<file path="src/rtl/mito_wgt_pkg.sv">
// -----------------------------------------------------------------------------
// mito_wgt_pkg
// Shared constants, state type and lane helper for the weight-kernel packer.
//
// Contents:
//   BYTE_WIDTH, WORD_WIDTH    width of one weight and of one packed word
//   KERNEL_SIZE               weights per 3x3 kernel
//   INPUT_WGT_REG             packed words per kernel (one per kernel row)
//   wgt_pack_state_e          FILL / HOLD / SEND packer states
//   lane_msb(k)               MSB position of weight k inside its packed word
// -----------------------------------------------------------------------------
package mito_wgt_pkg;

   localparam int BYTE_WIDTH    = 8;
   localparam int WORD_WIDTH    = 32;
   localparam int KERNEL_SIZE   = 9;
   localparam int INPUT_WGT_REG = 3;

   typedef enum logic [1:0] {
      FILL = 2'd0,
      HOLD = 2'd1,
      SEND = 2'd2
   } wgt_pack_state_e;

   // The first weight of a row sits in bits [23:16], the last in [7:0];
   // bits [31:24] are never written so they stay zero.
   function automatic int unsigned lane_msb(input int unsigned k);
      return 23 - 8 * (k % 3);
   endfunction

endpackage

</file>
<file path="src/rtl/wgt_kernel_packer.sv">
// -----------------------------------------------------------------------------
// wgt_kernel_packer
// Gathers one 3x3 kernel from a row-major byte stream into three 32-bit words
// (three weights per word) and then strobes wgt_read for one cycle so the
// PE-array weight buffer captures every word at once. A complete kernel is
// held until the array allows a reload through load_en.
//
// Ports:
//   clk        rising-edge clock
//   rst_n      synchronous active-low reset
//   in_valid   upstream byte valid
//   in_ready   packer accepts a byte this cycle
//   in_wgt     signed weight byte, kernel raster order
//   in_last    marks the final byte (index 8) of a kernel
//   load_en    PE array permits weight-buffer reload
//   wgt_word   packed kernel words, word i at bits [WORD_WIDTH*i +: WORD_WIDTH]
//   wgt_read   one-cycle load strobe to the weight buffer
//   frame_err  sticky flag: in_last did not line up with the byte count
// -----------------------------------------------------------------------------
module wgt_kernel_packer
   import mito_wgt_pkg::*;
#(
   parameter int BYTE_WIDTH    = mito_wgt_pkg::BYTE_WIDTH,
   parameter int WORD_WIDTH    = mito_wgt_pkg::WORD_WIDTH,
   parameter int INPUT_WGT_REG = mito_wgt_pkg::INPUT_WGT_REG,
   parameter int PE_ARR_SIZE   = mito_wgt_pkg::KERNEL_SIZE
) (
   input  logic                                clk,
   input  logic                                rst_n,
   input  logic                                in_valid,
   output logic                                in_ready,
   input  logic [BYTE_WIDTH-1:0]               in_wgt,
   input  logic                                in_last,
   input  logic                                load_en,
   output logic [INPUT_WGT_REG*WORD_WIDTH-1:0] wgt_word,
   output logic                                wgt_read,
   output logic                                frame_err
);

   localparam int CNT_W = 4;
   localparam logic [CNT_W-1:0] LAST_IDX = CNT_W'(PE_ARR_SIZE - 1);

   wgt_pack_state_e                                state_q, state_d;
   logic [CNT_W-1:0]                               cnt_q, cnt_d;
   logic [INPUT_WGT_REG-1:0][WORD_WIDTH-1:0]       words_q, words_d;
   logic                                           frame_err_q, frame_err_d;
   logic                                           wgt_read_q, wgt_read_d;
   logic                                           accept;

   // The packer only refuses bytes while it is holding a finished kernel;
   // in SEND it already takes byte 0 of the next kernel. The words register
   // changes at the edge ending SEND, after the buffer has sampled it.
   assign in_ready  = rst_n && (state_q != HOLD);
   assign accept    = in_valid && in_ready;
   assign wgt_word  = words_q;
   assign wgt_read  = wgt_read_q;
   assign frame_err = frame_err_q;

   // Next-state logic: steer each accepted byte into its lane, advance the
   // byte counter and detect framing problems. A premature in_last drops the
   // partial kernel by rewinding the counter, while a missing in_last on the
   // ninth byte is flagged but the kernel still goes out.
   always_comb begin
      state_d     = state_q;
      cnt_d       = cnt_q;
      words_d     = words_q;
      frame_err_d = frame_err_q;

      case (state_q)
         FILL, SEND: begin
            if (state_q == SEND) begin
               state_d = FILL;
            end
            if (accept) begin
               for (int k = 0; k < PE_ARR_SIZE; k++) begin
                  if (cnt_q == CNT_W'(k)) begin
                     words_d[k / 3][lane_msb(k) -: BYTE_WIDTH] = in_wgt;
                  end
               end
               if (cnt_q == LAST_IDX) begin
                  state_d = HOLD;
                  cnt_d   = '0;
                  if (!in_last) begin
                     frame_err_d = 1'b1;
                  end
               end else if (in_last) begin
                  frame_err_d = 1'b1;
                  cnt_d       = '0;
               end else begin
                  cnt_d = cnt_q + CNT_W'(1);
               end
            end
         end
         HOLD: begin
            if (load_en) begin
               state_d = SEND;
            end
         end
         default: begin
            state_d = FILL;
            cnt_d   = '0;
         end
      endcase

      wgt_read_d = (state_d == SEND);
   end

   // State and datapath registers. Reset throws away any partial kernel and
   // clears the sticky framing flag.
   always_ff @(posedge clk) begin
      if (!rst_n) begin
         state_q     <= FILL;
         cnt_q       <= '0;
         words_q     <= '0;
         frame_err_q <= 1'b0;
         wgt_read_q  <= 1'b0;
      end else begin
         state_q     <= state_d;
         cnt_q       <= cnt_d;
         words_q     <= words_d;
         frame_err_q <= frame_err_d;
         wgt_read_q  <= wgt_read_d;
      end
   end

endmodule
</file>
<file path="config.mk">
export PLATFORM = sky130hd
export DESIGN_NAME = wgt_kernel_packer
export DESIGN_NICKNAME = d
export VERILOG_FILES = /design/src/rtl/mito_wgt_pkg.sv /design/src/rtl/wgt_kernel_packer.sv
export SDC_FILE = /design/constraint.sdc
export NUM_CORES = 1
export LEC_CHECK = 0
export BUFFER_PORTS_ARGS = -buffer_cell sky130_fd_sc_hd__buf_2
export CORE_MARGIN = 2
export CORE_UTILIZATION = 50
export CTS_CLUSTER_SIZE = 12
export DETAILED_ROUTE_END_ITERATION = 16
export GPL_TIMING_DRIVEN = 0
export HOLD_SLACK_MARGIN = 0.06
export PLACE_DENSITY = 0.79
export SYNTH_ARGS = -nofsm -noshare
export SYNTH_HDL_FRONTEND = slang
export SYNTH_SLANG_ARGS = --single-unit
</file>
<file path="constraint.sdc">
create_clock -name clk -period 2.4 [get_ports clk]
set_clock_uncertainty 0.1 [all_clocks]
set_input_delay 0.48 -clock clk [delete_from_list [all_inputs] [get_ports clk]]
set_output_delay 0.48 -clock clk [all_outputs]
set_load 0.005 [all_outputs]
</file>
==> results.yml, run 1 <==
run_status:
  status: "completed"
pwr:
  peakVddDrop_mv: 0.3213
  total_power_uw: 2589
  leakage_uw: 0.002056
  p_per_area_mw_per_mm2: 628.4
layout:
  instances_no_fill: 546
  diodes: 0
  layout.nets: 481
  fill_cells: 560
  syn_to_final_growth_pct: 25.30
  layout-drive-gt1-share_pct: 30.49
sta:
  max_clock_freq_mhz: 542.7
  maxSlewViolCount: 0
  final_hold_viol_count: 0
  min_period_ps: 1843
  setup-violations-final: 0
  rsz0062_at_grt: "false"
  tns_ps: 0
  holdWs_ps: 276.3
  post-route-period-util_pct: 76.78
global_route:
  antenna_found_initial: 0
  grt_pass1_vias: 2482
  overflow: 0
  grt_max_degree: 15
  gr-usage-all-layers_pct: 21.20
  grt_pass1_wl_um: 12050
detailed_routing:
  routedWlPerCell_um: 14.02
  drt_iter0_drc: 149
  drc: 0
  drt_first_pass_iters: 4
  ant_nets: 0
  num_vias: 2686
  viasPerCell: 4.919
  routed_wl_um: 7653
critical_path:
  critPathTopFamily: "flip-flops"
  cp.arrival_ps: 1990
  slowest_delay_ps: 410
  rr_endpoint: "state_q[0]"
  r2r_cells: 7
  cp_max_fo: 9
  crit_type: "flop to flop"
  crit_buf_inv: 3
  r2r_setup_slack_ps: 560
  worstPathCellList: "inv_1 > ha_1 > and4b_1 > buf_6 > and3b_1 > buf_6 > o211a_1"
  cp_common_cell: "buf_6"
  startpoint_type: "flop"
  end_kind: "flop"
  worstReg2RegStart: "cnt_q[0]"
  cp_slowest_cell: "dfxtp_1"
  worstPathRequired_ps: 2550
yosys:
  synth.largest_area_cell: "dfxtp_1"
  synth_top_area_share_pct: 48.71
  yosysSeqAreaShare_pct: 48.71
  yosys-top-cells-count: "nand2_1 (84), dfxtp_1 (80), mux2i_1 (57)"
  ys.flop_type: "dfxtp_1"
  syn_area_mm2: 0.003288
  syn_inst: 344
  ys_seq_elements: 80
  synth_area_leaders: "dfxtp_1 (49%), mux2i_1 (17%), nand2_1 (9.6%), buf_4 (5.5%), nand3_1 (2.9%)"
  yosysWarnings: 0
  synth-edff-count: 0
  synth.most_common_cell: "nand2_1"
  synth.avg_cell_area_um2: 9.559
  async_reset_ff_share_pct: 0
  synthDistinctLibCells: 31
clock_network:
  ctsLongestPathBuffers: 2
  post_cts_resized: 0
  clkLatencyLatePin_ps: 340
  clock-sinks: 80
  cts_root_buf: "clkbuf_8"
  clk_pin_slew_worst_paths_ps: 80
  postCtsSetupRepairBufs: 0
  cts_buffers: 9
  cts_tree: "yes"
  hold_buffers: 0
  htree_num_levels: 3
floorplanning:
  start_util_pct: 51.78
  io_pins: 112
  core-area_mm2: 0.006350
  design.die.area_mm2: 0.007241
  die_h_um: 85.10
  die_x_um: 85.10
  rows: 29
place:
  place_inst: 530
  dpl.hpwl_um: 5620
  portBuffers: 86
  gp_congestion: 0.7707
run:
  drv_cap: 0
min_path:
  hold_end: "wgt_word[18]"
  hold_path.class: "input pin to flop"
  whs_path_depth: 3
  hold_start: "in_wgt[2]"
[kinds of logic (layout without fill, tap and decap cells)]
| logic type | Yosys count | count (layout) | share of synthesized area [%] |
|---|---|---|---|
| AOI/OAI and AO/OA | 23 | 23 | 3.881 |
| xor gates and xnor gates | 2 | 2 | 0.5328 |
| muxes | 58 | 58 | 17.69 |
| buffers and inverters | 52 | 154 | 10.31 |
| and+or+nand+nor | 124 | 124 | 17.24 |
| DFF | 80 | 80 | 48.71 |
| adders and majority gates | 4 | 4 | 1.522 |
| other | 1 | 24 | 0.1140 |
[power by group]
part	switching (µW)	internal, µW	leakage [µW]
Combinational	96.9	63.0	0.00130
Clock	494	587	0.000110
Sequential	8.19	1340	0.000646
[per-stage QoR]
step                area [µm²]  util [%]  worst slack [ps]
floorplan                 3374         -             693.2
global placement          3901     61.44             597.0
detailed placement        3901     61.44             558.9
CTS                       4120     64.89             544.3
global route              4120     64.89             454.4
finish                    4120     64.89             557.3
[worst max-delay path by stage]
stage	start	to	slack, ps	cells past startpoint
after CTS	cnt_q[0]	state_q[0]	540	7
final	cnt_q[0]	state_q[0]	560	7
after floorplan	cnt_q[0]	state_q[0]	690	7
after global routing	cnt_q[0]	state_q[0]	450	7
after global placement	cnt_q[0]	state_q[0]	600	7
after detailed placement	cnt_q[0]	state_q[0]	560	7
[flip-flops by register name, indices dropped and copies added (netlist names)]
name and cells:
cnt_q 4, wgt_word 72, wgt_read 1, state_q 2
frame_err 1
[worst reg2reg max path, delay by kind of cell, from the launching register on]
family          cells  cell delay, ps
compound gates      1             220
fa+ha+maj           1             230
buf+inv             3             390
flops               1             410
simple gates        2             410
[cell usage in the layout, fill, tap and decap left out, drive strengths merged, types with 3 or more instances in the layout]
cell,netlist,routed
dfxtp,80,80
nand4,3,3
o21ai,17,17
nand3,22,22
and3,3,3
clkbuf,8,17
buf,38,124
mux2i,57,57
ha,4,4
inv,6,7
conb,1,24
clkinv,0,3
nand2,84,84
a21oi,3,3
[per-layer routing]
layer,share of wire [%],up-vias,global-route usage [%]
li1,-,1337,-
met3,7.1,9,4.669
met5,0,-,0
met1,43,1245,26.56
met4,1.7,0,9.524
met2,48,95,34.94
[layout make-up]
class / count / area [µm²] / share of cell area [%]
buffer: 46 / 316.6 / 7.683
clock buffer: 9 / 123.9 / 3.006
clock inverter: 7 / 95.09 / 2.308
inverter: 6 / 22.52 / 0.5466
multi-input combinational: 235 / 1434 / 34.80
sequential: 80 / 1602 / 38.87
tap: 77 / 96.34 / 2.338
timing repair buffer: 86 / 430.4 / 10.45
(Power assumes the default switching activity.)
==> run 2: changes to the inputs <==
--- a/config.mk
+++ b/config.mk
@@ -7,12 +7,12 @@
 export LEC_CHECK = 0
 export BUFFER_PORTS_ARGS = -buffer_cell sky130_fd_sc_hd__buf_2
 export CORE_MARGIN = 2
-export CORE_UTILIZATION = 50
+export CORE_UTILIZATION = 45
 export CTS_CLUSTER_SIZE = 12
 export DETAILED_ROUTE_END_ITERATION = 16
 export GPL_TIMING_DRIVEN = 0
 export HOLD_SLACK_MARGIN = 0.06
-export PLACE_DENSITY = 0.79
+export PLACE_DENSITY = 0.75
 export SYNTH_ARGS = -nofsm -noshare
 export SYNTH_HDL_FRONTEND = slang
 export SYNTH_SLANG_ARGS = --single-unit
==> constraint.sdc (replaced) <==
create_clock -name clk -period 1.6 [get_ports clk]
set_clock_uncertainty 0.1 [all_clocks]
set_input_delay 0.32 -clock clk [delete_from_list [all_inputs] [get_ports clk]]
set_output_delay 0.32 -clock clk [all_outputs]
set_load 0.005 [all_outputs]
==> results.yml, run 2 (synthesized netlist as in run 1, its figures left out) <==
run_status:
  status: "completed"
sta:
  maxSlewViolCount: 0
  setup-violations-final: 0
  final_hold_viol_count: 0
  max_clock_freq_mhz: 625.4
  rsz0062_at_grt: "true"
  post-route-period-util_pct: 99.94
  min_period_ps: 1599
pwr:
  p_per_area_mw_per_mm2: 910.6
  switching_share_pct: 22.01
  total_power_uw: 3900
  p_int_uw: 3042
  p_switching_uw: 858.2
  peakVddDrop_mv: 0.4802
  leakage_uw: 0.002118
  p_seq_share_pct: 51.8
  p_clk_share_pct: 41.3
  power.combinational.fraction_pct: 6.9
floorplanning:
  die_x_um: 89.48
  start_util_pct: 45.82
  die_h_um: 89.48
  rows: 31
  design.die.area_mm2: 0.008007
  core-area_mm2: 0.007176
  io_pins: 112
clock_network:
  htree_num_levels: 3
  clk_pin_slew_worst_paths_ps: 80
  cts_buffers: 9
  clock-sinks: 80
  clkLatencyLatePin_ps: 350
  cts_tree: "yes"
  cts_root_buf: "clkbuf_8"
  ctsLongestPathBuffers: 2
global_route:
  overflow: 0
  antenna_found_initial: 0
  gr-usage-all-layers_pct: 21.11
  grt_pass1_wl_um: 12690
  grt_max_degree: 13
  grt_pass1_vias: 2553
critical_path:
  cp_slowest_cell: "dfxtp_4"
  end_kind: "flop"
  r2r_cells: 6
  path_depth: 6
  worstPathRequired_ps: 1740
  crit_type: "flop to flop"
  crit_buf_inv: 2
  critPathTopFamily: "simple AND/OR/NAND/NOR gates"
  cp.arrival_ps: 1740
  worstReg2RegStart: "cnt_q[1]"
  startpoint: "cnt_q[1]"
  worstPathCellList: "inv_4 > ha_4 > and4b_2 > and3b_2 > buf_6 > o211a_1"
  startpoint_type: "flop"
  slowest_delay_ps: 370
  cp_max_fo: 4
layout:
  diodes: 0
  design_area_mm2: 0.004283
  layout-drive-gt1-share_pct: 33.40
  syn_to_final_growth_pct: 30.25
  layout.nets: 491
  largest_reg_flops: 72
  final_cell_mix: "buf_2 (89), nand2_1 (84), dfxtp_1 (77), mux2i_1 (57), buf_4 (36)"
  final_common_cell: "buf_2"
detailed_routing:
  ant_nets: 0
  routed_wl_um: 8244
  routedWlPerCell_um: 14.26
  viasPerCell: 4.841
  num_vias: 2798
  drt_iter0_drc: 99
  drc: 0
  drt_first_pass_iters: 4
place:
  gp_congestion: 0.8193
  portBuffers: 86
  dpl.hpwl_um: 5753
  place_area_mm2: 0.003934
min_path:
  hold_start: "in_wgt[2]"
  hold_path.class: "input pin to flop"
  whs_path_depth: 3
run:
  drv_cap: 0
==> run 2: repair_timing <==
action	in CTS	in global routing
gates resized for setup	15	13
setup endpoints to repair	36	62
cloned	1	0
pin swaps	1	1
hold buffers	0	0
setup buffers	4	6
==> run 2: through the flow <==
step	hold WS (ps)	setup WS [ps]	utilization, %	TNS (ps)	std cells
after floorplan	348.7	5.689	-	0	367
after global placement	340.5	-66.91	54.82	-312.1	552
after detailed placement	344.2	-89.38	54.82	-2920	552
after CTS	102.7	-28.86	58.94	-28.86	573
after global routing	120.2	-35.05	59.69	-88.71	578
final	111.6	0.9949	59.69	0	578
==> run 2: per-layer routing <==
layer	GRT usage (%)	vias up	part of all wire [%]
met2	35.89	100	49
met1	25.73	1322	42
met4	7.463	0	2.2
met3	5.633	14	6.6
li1	-	1362	-
met5	0	-	0
==> run 2: power groups by stage <==
stage	clock network, µW	registers [µW]	logic (µW)
CTS	1630	2020	257
global placement	0	2070	238
finish	1610	2020	270
global route	1720	2020	301
detailed placement	0	2070	242
floorplan	0	2070	152
==> run 2: tightest hold or removal path, delay by kind of cell <==
family / cells / cell delay (ps)
simple gates: 1 / 60
compound gates: 1 / 60
buf+inv: 1 / 90
==> run 2: final cells by class <==
type / count / area (µm²)
well taps: 99 / 123.9
plain buffers: 45 / 322.8
clock buffers: 13 / 148.9
multi-input cells: 235 / 1468
clock inverters: 3 / 65.06
fillers: 657 / 2893
inverters: 6 / 27.53
repair buffers: 97 / 516.7
flip-flops and latches: 80 / 1610
==> run 2: path summary, 6_finish.rpt <==
check | endpoint | slack, ps
setup / recovery | state_q[0] | 1
hold / removal | wgt_word[18] | 110
setup reg to reg | state_q[0] | 1
hold reg to reg | wgt_word[21] | 350
